`config.mk`:
```
export PLATFORM = sky130hd
export DESIGN_NAME = boron_req_arbiter
export DESIGN_NICKNAME = d
export VERILOG_FILES = /design/src/rtl/boron_pkg.sv /design/src/rtl/boron_rr_picker.sv /design/src/rtl/boron_req_arbiter.sv
export SDC_FILE = /design/constraint.sdc
export NUM_CORES = 1
export LEC_CHECK = 0
export ABC_AREA = 1
export CORE_AREA = 5 5 336 338
export CTS_BUF_LIST = sky130_fd_sc_hd__clkbuf_16
export DETAILED_ROUTE_END_ITERATION = 12
export DIE_AREA = 0 0 341 343
export GPL_TIMING_DRIVEN = 0
export SLEW_MARGIN = 5
export SYNTH_ARGS = -nofsm -noshare
export SYNTH_HDL_FRONTEND = slang
export SYNTH_SLANG_ARGS = --single-unit
```
`constraint.sdc`:
```
create_clock -name clk -period 3 [get_ports clk]
set_input_delay 0.3 -clock clk [delete_from_list [all_inputs] [get_ports clk]]
set_output_delay 0.3 -clock clk [all_outputs]
set_load 0.01 [all_outputs]
```
`src/rtl/boron_pkg.sv`:
```
// Shared widths, nominal core latency and arbiter FSM encoding.
package boron_pkg;

  localparam int unsigned TEXT_W       = 64;
  localparam int unsigned KEY_W        = 80;
  localparam int unsigned CORE_NOM_LAT = 27;

  typedef enum logic [1:0] {
    ST_IDLE   = 2'd0,
    ST_LAUNCH = 2'd1,
    ST_WAIT   = 2'd2,
    ST_RESP   = 2'd3
  } state_t;

endpackage

```
`src/rtl/boron_rr_picker.sv`:
```
// Round-robin priority search: first valid requester at or above the
// pointer, wrapping to the lowest valid one below it.
module boron_rr_picker #(
  parameter  int unsigned NREQ = 4,
  localparam int unsigned ID_W = $clog2(NREQ)
) (
  input  logic [NREQ-1:0] i_req_valid,
  input  logic [ID_W-1:0] i_rr_ptr,
  output logic [ID_W-1:0] o_grant,
  output logic            o_any_valid
);

  logic            w_hi_found;
  logic [ID_W-1:0] w_hi_idx;
  logic [ID_W-1:0] w_lo_idx;

  // Descending scan so the lowest matching index is the one left standing.
  always_comb begin
    w_hi_found  = 1'b0;
    w_hi_idx    = '0;
    w_lo_idx    = '0;
    o_any_valid = 1'b0;
    for (int unsigned j = NREQ; j > 0; j--) begin
      if (i_req_valid[j-1]) begin
        o_any_valid = 1'b1;
        w_lo_idx    = ID_W'(j-1);
        if (ID_W'(j-1) >= i_rr_ptr) begin
          w_hi_found = 1'b1;
          w_hi_idx   = ID_W'(j-1);
        end
      end
    end
    o_grant = w_hi_found ? w_hi_idx : w_lo_idx;
  end

endmodule

```
`src/rtl/boron_req_arbiter.sv`:
```
// Shares one Boron core among NREQ requesters: round-robin accept, start
// pulse, completion/timeout detection, tagged valid/ready response.
module boron_req_arbiter
  import boron_pkg::*;
#(
  parameter  int unsigned NREQ    = 4,
  parameter  int unsigned TIMEOUT = 63,
  localparam int unsigned ID_W    = $clog2(NREQ)
) (
  input  logic                    clk,
  input  logic                    reset,
  input  logic [NREQ-1:0]         req_valid,
  input  logic [TEXT_W*NREQ-1:0]  req_text,
  input  logic [KEY_W*NREQ-1:0]   req_key,
  output logic [NREQ-1:0]         req_ready,
  output logic                    resp_valid,
  input  logic                    resp_ready,
  output logic [ID_W-1:0]         resp_id,
  output logic [TEXT_W-1:0]       resp_text,
  output logic                    resp_err,
  output logic                    core_start,
  output logic [TEXT_W-1:0]       core_text,
  output logic [KEY_W-1:0]        core_key,
  input  logic                    core_fin,
  input  logic [TEXT_W-1:0]       core_cipher
);

  localparam int unsigned CNT_W = $clog2(TIMEOUT + 1);

  state_t            r_state;
  state_t            w_state_nxt;
  logic              r_fin_q;
  logic [ID_W-1:0]   r_rr_ptr;
  logic [CNT_W-1:0]  r_wait_cnt;
  logic [NREQ-1:0]   r_req_ready;
  logic              r_core_start;
  logic [TEXT_W-1:0] r_core_text;
  logic [KEY_W-1:0]  r_core_key;
  logic              r_resp_valid;
  logic [ID_W-1:0]   r_resp_id;
  logic [TEXT_W-1:0] r_resp_text;
  logic              r_resp_err;

  logic              w_fin_rise;
  logic [ID_W-1:0]   w_grant;
  logic              w_any_valid;
  logic [TEXT_W-1:0] w_text_sel;
  logic [KEY_W-1:0]  w_key_sel;
  logic [NREQ-1:0]   w_req_ready_nxt;
  logic              w_core_start_nxt;
  logic              w_resp_valid_nxt;
  logic              w_grant_load;
  logic              w_done_ok;
  logic              w_done_to;
  logic              w_handshake;

  assign w_fin_rise = core_fin & ~r_fin_q;

  boron_rr_picker #(.NREQ(NREQ)) u_picker (
    .i_req_valid (req_valid),
    .i_rr_ptr    (r_rr_ptr),
    .o_grant     (w_grant),
    .o_any_valid (w_any_valid)
  );

  // Select the granted requester's plaintext and key slices.
  always_comb begin
    w_text_sel = '0;
    w_key_sel  = '0;
    for (int unsigned i = 0; i < NREQ; i++) begin
      if (w_grant == ID_W'(i)) begin
        w_text_sel = req_text[i*TEXT_W +: TEXT_W];
        w_key_sel  = req_key[i*KEY_W +: KEY_W];
      end
    end
  end

  // Next state plus next values of the registered strobes.
  always_comb begin
    w_state_nxt      = r_state;
    w_req_ready_nxt  = '0;
    w_core_start_nxt = 1'b0;
    w_resp_valid_nxt = 1'b0;
    w_grant_load     = 1'b0;
    w_done_ok        = 1'b0;
    w_done_to        = 1'b0;
    w_handshake      = 1'b0;
    unique case (r_state)
      ST_IDLE: begin
        if (w_any_valid) begin
          w_req_ready_nxt = {{(NREQ-1){1'b0}}, 1'b1} << w_grant;
          w_grant_load    = 1'b1;
          w_state_nxt     = ST_LAUNCH;
        end
      end
      ST_LAUNCH: begin
        w_core_start_nxt = 1'b1;
        w_state_nxt      = ST_WAIT;
      end
      ST_WAIT: begin
        if (w_fin_rise) begin
          w_done_ok        = 1'b1;
          w_resp_valid_nxt = 1'b1;
          w_state_nxt      = ST_RESP;
        end else if (r_wait_cnt == CNT_W'(TIMEOUT)) begin
          w_done_to        = 1'b1;
          w_resp_valid_nxt = 1'b1;
          w_state_nxt      = ST_RESP;
        end
      end
      ST_RESP: begin
        if (resp_ready) begin
          w_handshake = 1'b1;
          w_state_nxt = ST_IDLE;
        end else begin
          w_resp_valid_nxt = 1'b1;
        end
      end
      default: w_state_nxt = ST_IDLE;
    endcase
  end

  // FSM state register.
  always_ff @(posedge clk or negedge reset) begin
    if (!reset) r_state <= ST_IDLE;
    else        r_state <= w_state_nxt;
  end

  // Datapath, strobes, timeout counter and round-robin pointer.
  always_ff @(posedge clk or negedge reset) begin
    if (!reset) begin
      r_fin_q      <= 1'b0;
      r_rr_ptr     <= '0;
      r_wait_cnt   <= '0;
      r_req_ready  <= '0;
      r_core_start <= 1'b0;
      r_core_text  <= '0;
      r_core_key   <= '0;
      r_resp_valid <= 1'b0;
      r_resp_id    <= '0;
      r_resp_text  <= '0;
      r_resp_err   <= 1'b0;
    end else begin
      r_fin_q      <= core_fin;
      r_req_ready  <= w_req_ready_nxt;
      r_core_start <= w_core_start_nxt;
      r_resp_valid <= w_resp_valid_nxt;
      if (w_grant_load) begin
        r_core_text <= w_text_sel;
        r_core_key  <= w_key_sel;
        r_resp_id   <= w_grant;
      end
      if (r_state == ST_LAUNCH)    r_wait_cnt <= '0;
      else if (r_state == ST_WAIT) r_wait_cnt <= r_wait_cnt + 1'b1;
      if (w_done_ok) begin
        r_resp_text <= core_cipher;
        r_resp_err  <= 1'b0;
      end else if (w_done_to) begin
        r_resp_text <= '0;
        r_resp_err  <= 1'b1;
      end
      if (w_handshake)
        r_rr_ptr <= (r_resp_id == ID_W'(NREQ-1)) ? '0 : r_resp_id + 1'b1;
    end
  end

  assign req_ready  = r_req_ready;
  assign core_start = r_core_start;
  assign core_text  = r_core_text;
  assign core_key   = r_core_key;
  assign resp_valid = r_resp_valid;
  assign resp_id    = r_resp_id;
  assign resp_text  = r_resp_text;
  assign resp_err   = r_resp_err;

endmodule

```
# --- After elaboration in Yosys (flattened, before gate mapping) ---
# Index checks and enable logic that the tools add are counted.
op_classes:
  n_addsub: 2
  n_lt_le_gt_ge: 4
  n_eq_ne: 11
  shift: 1
  n_mux: 60
  bitwise_logic: 2
  reduce_logical: 5
ops:
  columns: ["operator", "count"]
  rows:
  - ["64-bit 2-to-1 mux", 6]
  - ["80-bit 2-to-1 mux", 4]
  - ["2-bit 2-to-1 mux", 18]
  - ["1-bit 2-to-1 mux", 26]
  - ["6-bit 2-to-1 mux", 2]
  - ["2-bit equality test (second input constant)", 5]
  - ["4-bit 2-to-1 mux", 2]
  - ["2-bit one-hot mux with 4 select lines", 1]
  - ["6-bit by 1-bit adder with 6-bit output (second input constant)", 1]
  - ["6-bit equality test (second input constant)", 1]
  - ["2-bit by 1-bit equality test with 1-bit output (second input constant)", 2]
  - ["1-bit by 2-bit >= comparator with 1-bit output (first input constant)", 2]
  - ["2-bit >= comparator (first input constant)", 2]
  - ["2-bit logical NOT", 2]
  - ["2-bit nonzero test", 2]
  - ["1-bit by 2-bit << shifter with 4-bit output (first input constant)", 1]
  - ["3-bit != test (second input constant)", 1]
  - ["3-bit AND reduction", 1]
  - ["2-bit by 1-bit adder with 2-bit output (second input constant)", 1]
  - ["2-bit by 1-bit != test with 1-bit output (second input constant)", 1]
  - ["2-bit != test (second input constant)", 1]
  - ["1-bit one-hot mux with 2 select lines", 1]
  - ["1-bit AND", 1]
  - ["1-bit NOT", 1]
totals:
  register_bits: 228

# --- Depth between registers and ports, before layout ---
logic_depth:
  depth_word: 15
  mapped_depth: 13
  ltp_nobuf: 12

# --- By module ---
# From an unflattened synthesis, not the netlist that was laid out.
hier_totals:
  cells_unflattened: 1954
  hier_area_um2: 12839.8
by_module_without_submodules:
  columns: ["module", "instances", "cells_each", "area_each_um2", "seq_area_each_um2"]
  rows:
  - ["boron_req_arbiter", 1, 1933, 12756.0, 5705.5]
  - ["boron_rr_picker", 1, 21, 83.8, 0.0]

# --- Worst setup path before layout ---
# OpenSTA, ideal clock, no wires.
synth_timing:
  path_kind: "register to register"
  from: "reg r_rr_ptr[1]"
  to: "reg r_core_key[49], in the netlist core_key[49]"
  setup_time_ns: 0.123
  arrival_ns: 1.463
  required_ns: 2.877
  setup_slack_ns: 1.413
  path_stages_with_launch: 12
  n_path_buf: 2
  period_less_slack_ns: 1.587
  path_cell_list: "dfrtp_1 nand2_1 nand2_2 nand2_2 a21oi_4 nand2_4 nand2_1 buf_4 buf_4 nor2_1 nand2_1 nand2_1"
synth_between:
  elab_chain_cells: 15
  elab_cells_between_ends: 29
  classes_between: "order compare: 4; eq/ne: 3; mux: 21; reduce/logical: 1"
synth_lines:
  columns: ["item", "line_no", "text"]
  rows:
  - ["start: declaration", "boron_req_arbiter.sv:33", "logic [ID_W-1:0] r_rr_ptr;"]
  - ["start signal: assignment", "boron_req_arbiter.sv:163", "r_rr_ptr <= (r_resp_id == ID_W'(NREQ-1)) ? '0 : r_resp_id + 1'b1;"]
  - ["2-bit >= comparator", "boron_rr_picker.sv:27", "if (ID_W'(j-1) >= i_rr_ptr) begin"]
  - ["2-bit 2-to-1 mux or 1-bit 2-to-1 mux (tied branches)", "boron_rr_picker.sv:27", null]
  - ["2-bit 2-to-1 mux or 1-bit 2-to-1 mux (tied branches)", "boron_rr_picker.sv:24", "if (i_req_valid[j-1]) begin"]
  - ["2-bit 2-to-1 mux or 1-bit 2-to-1 mux (tied branches)", "boron_rr_picker.sv:27", null]
  - ["2-bit 2-to-1 mux or 1-bit 2-to-1 mux (tied branches)", "boron_rr_picker.sv:24", null]
  - ["2-bit 2-to-1 mux or 1-bit 2-to-1 mux (tied branches)", "boron_rr_picker.sv:27", null]
  - ["2-bit 2-to-1 mux or 1-bit 2-to-1 mux (tied branches)", "boron_rr_picker.sv:24", null]
  - ["2-bit 2-to-1 mux or 1-bit 2-to-1 mux (tied branches)", "boron_rr_picker.sv:27", null]
  - ["2-bit 2-to-1 mux or 1-bit 2-to-1 mux (tied branches)", "boron_rr_picker.sv:24", null]
  - ["2-bit 2-to-1 mux (*)", "boron_rr_picker.sv:33", "o_grant = w_hi_found ? w_hi_idx : w_lo_idx;"]
  - ["2-bit logical NOT", "boron_req_arbiter.sv:71", "if (w_grant == ID_W'(i)) begin"]
  - ["80-bit 2-to-1 mux (3 in series)", "boron_req_arbiter.sv:71", null]
  - ["80-bit 2-to-1 mux (*)", "boron_req_arbiter.sv:71", null]
  - ["end signal: assignment", "boron_req_arbiter.sv:150", "r_core_key <= w_key_sel;"]
  - ["end: declaration", "boron_req_arbiter.sv:38", "logic [KEY_W-1:0] r_core_key;"]
# Mark *: on every way between the ends. The rest lies on a longest branch, timed or not.
# A chain may end at the register's enable or synchronous reset.

# --- Worst setup path in the final report ---
layout_timing:
  from: "in req_valid[0]"
  to: "reg r_core_key[15], in the netlist core_key[15]"
layout_between:
  elab_chain_cells: 7
  elab_cells_between_ends: 15
  classes_between: "eq/ne: 3; mux: 11; reduce/logical: 1"
layout_lines:
  columns: ["item", "line_no", "text"]
  rows:
  - ["start: declaration", "boron_req_arbiter.sv:12", "input logic [NREQ-1:0] req_valid,"]
  - ["2-bit 2-to-1 mux or 1-bit 2-to-1 mux (tied branches)", "boron_rr_picker.sv:24", null]
  - ["2-bit 2-to-1 mux", "boron_rr_picker.sv:33", null]
  - ["2-bit logical NOT", "boron_req_arbiter.sv:71", null]
  - ["80-bit 2-to-1 mux (4 in series)", "boron_req_arbiter.sv:71", null]
# Parallel ways exist; a longest one is shown, timed or not.

==> metrics.txt <==
pwr/cell area=941 nW/µm²; Final Slew Violations=0; Yosys reg bits=228; CTS H-Tree Depth=2; worst rel slew slack=16.9%; Data required, critical path=3.45 ns; Hold Crit Class=input port to asynchronous set/reset pin; TritonCTS clock tree=yes; met3 wire len=8410 µm; GP Congestion=0.960; Placed Area=24,400 µm²; vias per cell=4.04; worst vdd ir=0.446 mV; area delta synth->final=82.8%; largest net degree at the start of global routing=100; Mean Syn Cell Area=6.70 µm²; startpoint types=input port; Clock Latency Late Sink=0.57 ns; worst-margin pin slew=1.25 ns; Starting Density=12.7%; fin crit share=91.0%; sequential share of power=22.9%; met1 WL=41,600 µm; CTS max path bufs=3; DR top layer=met5; # setup viols final=0; hpwl dp=82,500 µm; Crit Path Class=input port to flip-flop; Die Ht=343 µm; CP Max Fanout=10; first-pass GRT wire length=136,000 µm; Mapped Area=13,900 µm²; sw frac=47.9%; CTS clk-pin slew, worst paths=0.07 ns; Worst path slowest cell=clkdlybuf4s50_1; drt pass-1 iters=5; routed vias=17,943; FMAX=366 MHz; DR WL met2=47,100 µm; leakage=11.1 nW; Layout Utilization=23.2%; via count of the first global-routing pass=18,029; Pint=12.5 mW; final global-route overflow total=0; Distinct cells, synth=34; width of the die=341 µm; Setup crit end kind=flip-flop; post-synthesis sequential area ratio=41.0%; status=complete, no violations; placed insts=4,372; Setup Skew=0.0260 ns; most common cell after layout, fill and taps aside=clkdlybuf4s50_1; nets=3,637; Synth Warn #=0; Layout Cells excl Fill=4,443; DRC violations left=0; crit path from=req_valid[0]; Min Clock Period, post-route=2.73 ns; Crit path largest cell delay=0.68 ns; Total Wirelength=100,000 µm; initial antenna violation count=23; FF-to-FF Start=r_rr_ptr[1]$_DFFE_PN0P_; RSZ-0062 raised after global routing=false; Clk network pwr share=15.7%; TritonCTS buffer count=34; GRT Total Usage=16.2%; Max Cap Viol=0; CP Cell Sequence=clkdlybuf4s50_1 -> nor2_2 -> nand3_1 -> nand2_4 -> inv_2 -> buf_2 -> buf_2 -> nand2_1 -> nor2_1 -> nor2_1; post-route total power=24.0 mW; Fin. Hold Viols=0; post-route ant nets=0; row count=122; Sink Count=228; Iter 0 DRT Violations=923; Mapped Nets=2,734; DIE AREA=117,000 µm²; finished layout cell area=25,500 µm²; FILL cells=12,287; number of setup buffers added after CTS=0; cell count after synthesis=2,080; WHS=0.229 ns; layout cells sized above 1=5.92%; Combinational Power Share=61.5%; leading cell types in the layout, fill and taps excluded=clkdlybuf4s50_1, nand2_1, nor2_1; IO Pins=865; Core Area=110,000 µm²; Root Buffer=clkbuf_16; Worst EP arrival=3.18 ns; mean routed wirelength per cell=22.5 µm; number of port buffers=864; NetSw=11.5 mW
==> registers in the layout, indices dropped and copies added, names as in the netlist <==
signal	flops
core_key	80
core_start	1
core_text	64
r_fin_q	1
r_rr_ptr	2
r_state	2
r_wait_cnt	6
req_ready	4
resp_err	1
resp_id	2
resp_text	64
resp_valid	1
==> layout make-up <==
| cell class | count | area, µm² | area share [%] |
|---|---|---|---|
| flip-flops and latches | 228 | 5710 | 22.4 |
| clock buffers | 34 | 851 | 3.34 |
| diodes | 10 | 25.0 | 0.0983 |
| repair buffers | 867 | 8720 | 34.2 |
| inverters | 92 | 345 | 1.36 |
| clock inverters | 26 | 140 | 0.550 |
| plain buffers | 158 | 767 | 3.01 |
| multi-input cells | 1602 | 7130 | 28.0 |
| well taps | 1426 | 1780 | 7.01 |
==> metrics by stage <==
step	setup slack, ns	TNS (ns)
floorplan	1.41	0
global route	0.0565	0
global placement	-9.97	-2327.18
CTS	0.0492	0
detailed placement	-0.789	-89.90
finish	0.270	0
==> path summary, 6_finish.rpt <==
check                           cells past startpoint                   endpoint  slack (ns)
max in group asynchronous                           3  resp_text[26]$_DFFE_PN0P_        1.73
min in group clk                                    1          r_fin_q$_DFF_PN0_        0.25
worst max register to register                      9  core_text[30]$_DFFE_PN0P_        0.35
worst min-delay path                                2   core_key[47]$_DFFE_PN0P_        0.23
worst max-delay path                               10   core_key[15]$_DFFE_PN0P_        0.27
worst min register to register                      2    core_key[7]$_DFFE_PN0P_        0.48
==> power groups by stage <==
stage | Clock [mW] | Sequential, mW | Combinational (mW)
floorplan | 0 | 6.03 | 6.34
global placement | 0 | 5.46 | 14.9
detailed placement | 0 | 5.49 | 14.9
CTS | 3.94 | 5.47 | 15.0
global route | 4.05 | 5.64 | 16.1
finish | 3.76 | 5.48 | 14.7
==> cells in the mapped netlist <==
cell type / count / area [µm²]
nand2_1: 565 / 2120
nor2_1: 439 / 1650
nand3_1: 373 / 1870
dfrtp_1: 228 / 5710
inv_1: 80 / 300
buf_2: 77 / 385
nand4_1: 61 / 382
clkbuf_1: 50 / 188
a21oi_1: 36 / 180
nand3b_1: 27 / 203
o21ai_0: 25 / 125
a21boi_0: 21 / 158
o21ai_1: 19 / 95.1
buf_1: 15 / 56.3
buf_4: 13 / 97.6
inv_2: 12 / 45.0
ha_1: 6 / 75.1
nand2_2: 5 / 31.3
nor2_2: 5 / 31.3
nand2_4: 4 / 45.0
buf_6: 3 / 33.8
a21boi_1: 2 / 15.0
a21oi_4: 2 / 32.5
nor3_1: 2 / 10.0
a211oi_1: 1 / 7.51
and3_1: 1 / 6.26
mux2i_1: 1 / 10.0
nand2_8: 1 / 20.0
nand3_4: 1 / 17.5
nor2_4: 1 / 11.3
o211ai_1: 1 / 7.51
o31ai_1: 1 / 7.51
or2_2: 1 / 6.26
xnor2_1: 1 / 8.76
==> per-layer routing <==
metal,vias up,track usage [%]
met4,2,5.45
met5,-,0
met3,156,4.89
li1,8532,-
met1,8401,19.8
met2,852,27.1
==> kinds of logic (layout without fill, tap and decap cells) <==
kind of cell | after synthesis | in the layout | share of synthesized area (%)
and+or+nand+nor | 1486 | 1486 | 45.9
DFF | 228 | 228 | 41.0
adders and majority gates | 6 | 6 | 0.539
other | 0 | 10 | 0
muxes | 1 | 1 | 0.0718
AOI/OAI and AO/OA | 108 | 108 | 4.51
buffers and inverters | 250 | 1177 | 7.94
xor gates and xnor gates | 1 | 1 | 0.0629
==> worst max-delay path: cells and delay by family <==
family	cells	cell delay (ns)
buf+inv	4	1.79
simple gates	6	1.04
==> what timing repair did <==
action                                  in CTS  in global routing
hold buffers                                 1                  0
endpoints found under the hold margin       49                  0
gates resized for setup                      2                  3
endpoints found under the setup margin      79                  4
gates cloned                                 0                  0
Note: power is estimated with default switching activity, not from simulation.
